<file path="src/rtl/exp_seq_pkg.sv">
// Shared types and helpers for the Taylor-series exp sequencer.
// The defaults match the exp core configuration.
package exp_seq_pkg;

    localparam int unsigned FwDef      = 12;
    localparam int unsigned MaxTermDef = 8;

    typedef enum logic [2:0] {
        StIdle,
        StLaunch,
        StRun,
        StDrain,
        StHold
    } seq_state_e;

    // A budget of 0 or >= max_term is clipped to max_term-1. The core then never hits its
    // terminal count before oDataRead has been raised.
    function automatic int unsigned clip_terms(input int unsigned terms,
                                               input int unsigned max_term);
        if (terms == 0 || terms >= max_term) begin
            return max_term - 1;
        end
        return terms;
    endfunction

endpackage

</file>
<file path="src/rtl/exp_taylor_seq.sv">
// Issue/collect sequencer for the Taylor-series exp core. It launches samples, truncates
// accumulation after a per-sample term budget, and buffers the result on a valid/ready stream.
module exp_taylor_seq
    import exp_seq_pkg::*;
#(
    parameter int unsigned FW       = FwDef,
    parameter int unsigned MAXTERM  = MaxTermDef,
    parameter int unsigned TW       = 4,
    parameter int unsigned DRAIN_TO = 3
) (
    input  logic          clk,
    input  logic          rst_n,
    input  logic          s_valid,
    output logic          s_ready,
    input  logic [FW-1:0] s_data,
    input  logic [TW-1:0] s_terms,
    input  logic [FW-1:0] cfg_exp1,
    output logic [FW-1:0] core_iData,
    output logic [FW-1:0] core_exp1,
    output logic          core_iDataValid,
    output logic          core_oDataRead,
    input  logic [FW-1:0] core_oData,
    input  logic          core_oDataValid,
    output logic          m_valid,
    input  logic          m_ready,
    output logic [FW-1:0] m_data,
    output logic          busy,
    output logic          err
);

    localparam int unsigned DW = (DRAIN_TO > 2) ? $clog2(DRAIN_TO) : 1;

    seq_state_e    state_q, state_d;
    logic [FW-1:0] idata_q, idata_d;
    logic [FW-1:0] exp1_q, exp1_d;
    logic [TW-1:0] k_q, k_d;
    logic [TW-1:0] run_cnt_q, run_cnt_d;
    logic [DW-1:0] drain_cnt_q, drain_cnt_d;
    logic [FW-1:0] m_data_q, m_data_d;
    logic          m_valid_q, m_valid_d;
    logic          err_q, err_d;
    logic [TW-1:0] k_in;
    logic          accept;

    assign k_in    = TW'(clip_terms(32'(s_terms), MAXTERM));
    assign s_ready = (state_q == StIdle) | ((state_q == StHold) & m_ready);
    assign accept  = s_valid & s_ready;

    always_comb begin
        state_d         = state_q;
        idata_d         = idata_q;
        exp1_d          = exp1_q;
        k_d             = k_q;
        run_cnt_d       = run_cnt_q;
        drain_cnt_d     = drain_cnt_q;
        m_data_d        = m_data_q;
        m_valid_d       = m_valid_q;
        err_d           = err_q;
        core_iDataValid = 1'b0;
        core_oDataRead  = 1'b0;

        unique case (state_q)
            StIdle: begin
                if (accept) begin
                    idata_d = s_data;
                    exp1_d  = cfg_exp1;
                    k_d     = k_in;
                    state_d = StLaunch;
                end
            end
            StLaunch: begin
                core_iDataValid = 1'b1;
                run_cnt_d       = TW'(1);
                state_d         = StRun;
            end
            StRun: begin
                // core_oDataValid is not looked at here: it may still hold the previous result.
                run_cnt_d = run_cnt_q + TW'(1);
                if (run_cnt_q == k_q) begin
                    core_oDataRead = 1'b1;
                    drain_cnt_d    = '0;
                    state_d        = StDrain;
                end
            end
            StDrain: begin
                core_oDataRead = 1'b1;
                drain_cnt_d    = drain_cnt_q + DW'(1);
                if (core_oDataValid) begin
                    m_data_d  = core_oData;
                    m_valid_d = 1'b1;
                    state_d   = StHold;
                end else if (drain_cnt_q == DW'(DRAIN_TO - 1)) begin
                    err_d     = 1'b1;
                    m_data_d  = core_oData;
                    m_valid_d = 1'b1;
                    state_d   = StHold;
                end
            end
            StHold: begin
                if (m_ready) begin
                    m_valid_d = 1'b0;
                    if (s_valid) begin
                        idata_d = s_data;
                        exp1_d  = cfg_exp1;
                        k_d     = k_in;
                        state_d = StLaunch;
                    end else begin
                        state_d = StIdle;
                    end
                end
            end
            default: state_d = StIdle;
        endcase
    end

    always_ff @(posedge clk or negedge rst_n) begin
        if (!rst_n) begin
            state_q     <= StIdle;
            idata_q     <= '0;
            exp1_q      <= '0;
            k_q         <= '0;
            run_cnt_q   <= '0;
            drain_cnt_q <= '0;
            m_data_q    <= '0;
            m_valid_q   <= 1'b0;
            err_q       <= 1'b0;
        end else begin
            state_q     <= state_d;
            idata_q     <= idata_d;
            exp1_q      <= exp1_d;
            k_q         <= k_d;
            run_cnt_q   <= run_cnt_d;
            drain_cnt_q <= drain_cnt_d;
            m_data_q    <= m_data_d;
            m_valid_q   <= m_valid_d;
            err_q       <= err_d;
        end
    end

    assign core_iData = idata_q;
    assign core_exp1  = exp1_q;
    assign m_data     = m_data_q;
    assign m_valid    = m_valid_q;
    assign err        = err_q;
    assign busy       = (state_q != StIdle);

endmodule

</file>
<file path="config.mk">
export PLATFORM = sky130hd
export DESIGN_NAME = exp_taylor_seq
export DESIGN_NICKNAME = d
export VERILOG_FILES = /design/src/rtl/exp_seq_pkg.sv /design/src/rtl/exp_taylor_seq.sv
export SDC_FILE = /design/constraint.sdc
export NUM_CORES = 1
export LEC_CHECK = 0
export CORE_ASPECT_RATIO = 2
export CORE_MARGIN = 10
export CORE_UTILIZATION = 47
export CTS_CLUSTER_DIAMETER = 200
export DETAILED_ROUTE_END_ITERATION = 6
export PLACE_DENSITY_LB_ADDON = 0.3
export SYNTH_ARGS = -nofsm -noshare
export SYNTH_HDL_FRONTEND = slang
export SYNTH_SLANG_ARGS = --single-unit
</file>
<file path="constraint.sdc">
create_clock -name clk -period 3.6 [get_ports clk]
set_input_delay 0.36 -clock clk [delete_from_list [all_inputs] [get_ports clk]]
set_output_delay 0.36 -clock clk [all_outputs]
set_load 0.01 [all_outputs]
</file>
==> results.py <==
metrics = {
    "logic_synthesis": {
        "yosysUniqueCellTypes": 41,
        "synth_top_area_share_pct": 57.4,
        "syn_area_um2": 2220,
        "synth_fp_nets": 209,
        "yosysWarnings": 0,
        "seq_area_frac_synth_pct": 57.4,
        "syn_avg_cell_area_um2": 13.7,
        "synth_edf_count": 0,
        "synth-async-reset-ratio_pct": 100,
        "synth_most_common_cell": "dfrtp_1",
        "syn_inst": 162,
        "synth_seq_cells": 51,
        "synth_area_leader_cell": "dfrtp_1",
        "synth_common_cells": "dfrtp_1 (51), mux2_2 (31), mux2_4 (9)",
        "synth_flop_cell": "dfrtp_1",
        "yosys-top-cells-area": "dfrtp_1 (57%), mux2_2 (16%), mux2_4 (6.1%)",
    },
    "die": {
        "coreArea_um2": 4600,
        "io_pins": 87,
        "start_util_pct": 48.3,
        "die_area_um2": 8050,
        "die_y_um": 117,
        "die_w_um": 68.6,
        "std_cell_rows": 35,
    },
    "placement": {
        "port-buffer-count": 86,
        "post_dp_cell_area_um2": 3110,
        "post-dp-hpwl_um": 4500,
        "gp_congestion": 0.797,
    },
    "setup_path": {
        "path_class": "reg2out",
        "path_cells": "xor2_1, nor4_1, o21a_1, clkdlybuf4s50_1",
        "cp.arrival_ns": 2.22,
        "worst-path-buf-inv": 1,
        "cp_max_fo": 5,
        "crit_required_ns": 3.24,
        "critPathMaxStageDelay_ns": 0.62,
        "crit_path_end_kind": "output port",
        "cp-start-kind": "flip-flop",
        "cp_slowest_cell": "nor4_1",
        "cpLargestDelayFamily": "simple AND/OR/NAND/NOR gates",
    },
    "global_route": {
        "grt_max_degree": 31,
        "grt_pass1_wl_um": 8950,
        "antenna_found_initial": 0,
        "grt_usage_pct": 14.7,
        "grt_pass1_vias": 1769,
        "grt_overflow": 0,
    },
    "power_and_ir_drop": {
        "p_switching_uw": 890,
        "leakagePower_nw": 1.35,
        "p_int_mw": 1.87,
        "vdd_ir_drop_max_v": 0.000669,
        "swShare_pct": 32.3,
        "power_density_nw_per_um2": 857,
        "clock_power_share_pct": 13.0,
        "power_frac_seq_pct": 38.3,
        "pwr-share-comb_pct": 48.7,
    },
    "sta": {
        "tightest_slew_ns": 0.933,
        "setup_violations": 0,
        "drv_slew": 0,
        "finalHoldViolCount": 0,
        "clock.fmax_mhz": 387,
        "slew_headroom_pct": 37.8,
        "setup_tns_ns": 0,
        "post-route-period-util_pct": 71.8,
        "skew_ns": 0.00616,
        "period_needed_ns": 2.58,
        "rsz0062_at_grt": "false",
    },
    "layout": {
        "area_growth_pct": 44.7,
        "final_area_um2": 3210,
        "final_nets": 296,
        "fill_cells": 351,
        "diodes": 0,
        "final_layout_size_suffix_gt1_share_pct": 22.0,
    },
    "detailed_routing": {
        "wl_per_cell_um": 18.2,
        "vias": 1574,
        "vias_per_cell": 5.16,
        "dr.pass1.iters": 4,
        "drt_iter0_drc": 114,
        "totalWireLength_um": 5550,
        "drc": 0,
        "antenna_left": 0,
    },
    "clock_tree": {
        "post_cts_resized": 0,
        "clk_pin_slew_ns": 0.09,
        "cts.sinks": 51,
        "cts_tree": "done",
        "holdBufCountCts": 0,
        "clockBufferDepth": 2,
        "cts_setup_buffers": 0,
        "cts_made_buffers": 5,
        "htreeDepth": 2,
        "clkLatencyLatePin_ns": 0.30,
        "root_buffer": "clkbuf_8",
    },
    "job": {
        "maxCapViolations": 0,
    },
    "min_path": {
        "hold_path_class": "in2async",
    },
    "outcome": {
        "status": "finished, final reports clean",
    },
}
==> cells in the final DEF, fill, tap and decap left out, drive strengths merged, types with 4 or more instances in the layout <==
cell type	Yosys	final
dfrtp	51	51
nor2	8	8
nand2b	5	5
o21ai	5	5
xor2	4	4
clkbuf	3	7
mux2	40	40
inv	4	4
clkdlybuf4s50	0	85
==> layout make-up <==
| type | count | area (um2) | share of cell area (%) |
|---|---|---|---|
| clock inverters | 1 | 7.51 | 0.234 |
| well taps | 55 | 68.8 | 2.14 |
| multi-input cells | 99 | 880 | 27.4 |
| clock buffers | 7 | 96.3 | 3.00 |
| inverters | 4 | 15.0 | 0.467 |
| flip-flops and latches | 51 | 1280 | 39.7 |
| repair buffers | 88 | 871 | 27.1 |
==> flip-flops by register name (all words and copies together), names as in the netlist <==
name	cells
drain_cnt_q	2
err	1
m_data	12
run_cnt_q	4
core_exp1	12
core_iData	12
k_q	4
m_valid	1
state_q	3
==> worst paths after layout <==
| check | start | to | slack [ns] | depth (start not counted) |
|---|---|---|---|---|
| max | run_cnt_q[1]$_DFFE_PN0P_ | core_oDataRead | 1.02 | 4 |
| min | rst_n | core_iData[8]$_DFFE_PN0P_ | 0.08 | 1 |
| max reg2reg | state_q[0]$_DFFE_PN0P_ | core_exp1[1]$_DFFE_PN0P_ | 1.43 | 3 |
| min reg2reg | err$_DFFE_PN0P_ | err$_DFFE_PN0P_ | 0.48 | 1 |
| max in group asynchronous | rst_n | run_cnt_q[3]$_DFFE_PN0P_ | 2.78 | 2 |
| min in group clk | err$_DFFE_PN0P_ | err$_DFFE_PN0P_ | 0.48 | 1 |
==> layer usage <==
layer | part of all wire (%) | wire (um) | vias to the layer above | GRT usage [%]
li1 | - | - | 745 | -
met1 | 31 | 1710 | 775 | 14.0
met2 | 58 | 3200 | 49 | 26.0
met3 | 11 | 583 | 5 | 7.63
met4 | 0.95 | 53 | 0 | 4.05
met5 | 0 | 0 | - | 0
==> power groups by stage <==
stage / combinational, mW / sequential, mW / clock [mW]
3_3_place_gp: 1.35 / 1.05 / 0
6_report: 1.34 / 1.06 / 0.358
2_1_floorplan: 0.645 / 1.11 / 0
4_1_cts: 1.37 / 1.06 / 0.372
5_1_grt: 1.45 / 1.10 / 0.400
3_5_place_dp: 1.37 / 1.07 / 0
==> kinds of logic (layout without fill, tap and decap cells) <==
family	count (synthesis)	in the layout	synth area share (%)
adders and majority gates	2	2	1.13
muxes	41	41	22.2
AOI/OAI and AO/OA	22	22	6.98
and+or+nand+nor	30	30	7.66
xor gates and xnor gates	4	4	1.58
buffers and inverters	12	100	2.98
DFF	51	51	57.4
==> metrics by stage <==
step | util (%) | instances | total power [mW] | setup WS (ns) | hold WS (ns)
after detailed placement | 67.6 | 297 | 2.44 | 1.20 | 0.427
after floorplan | - | 162 | 1.76 | 2.03 | 0.0644
final | 69.9 | 305 | 2.76 | 1.02 | 0.0780
after CTS | 69.9 | 305 | 2.80 | 0.990 | 0.0960
after global placement | 67.6 | 297 | 2.40 | 1.25 | 0.432
after global routing | 69.9 | 305 | 2.96 | 0.878 | 0.116
Note: power is estimated with default switching activity, not from simulation.
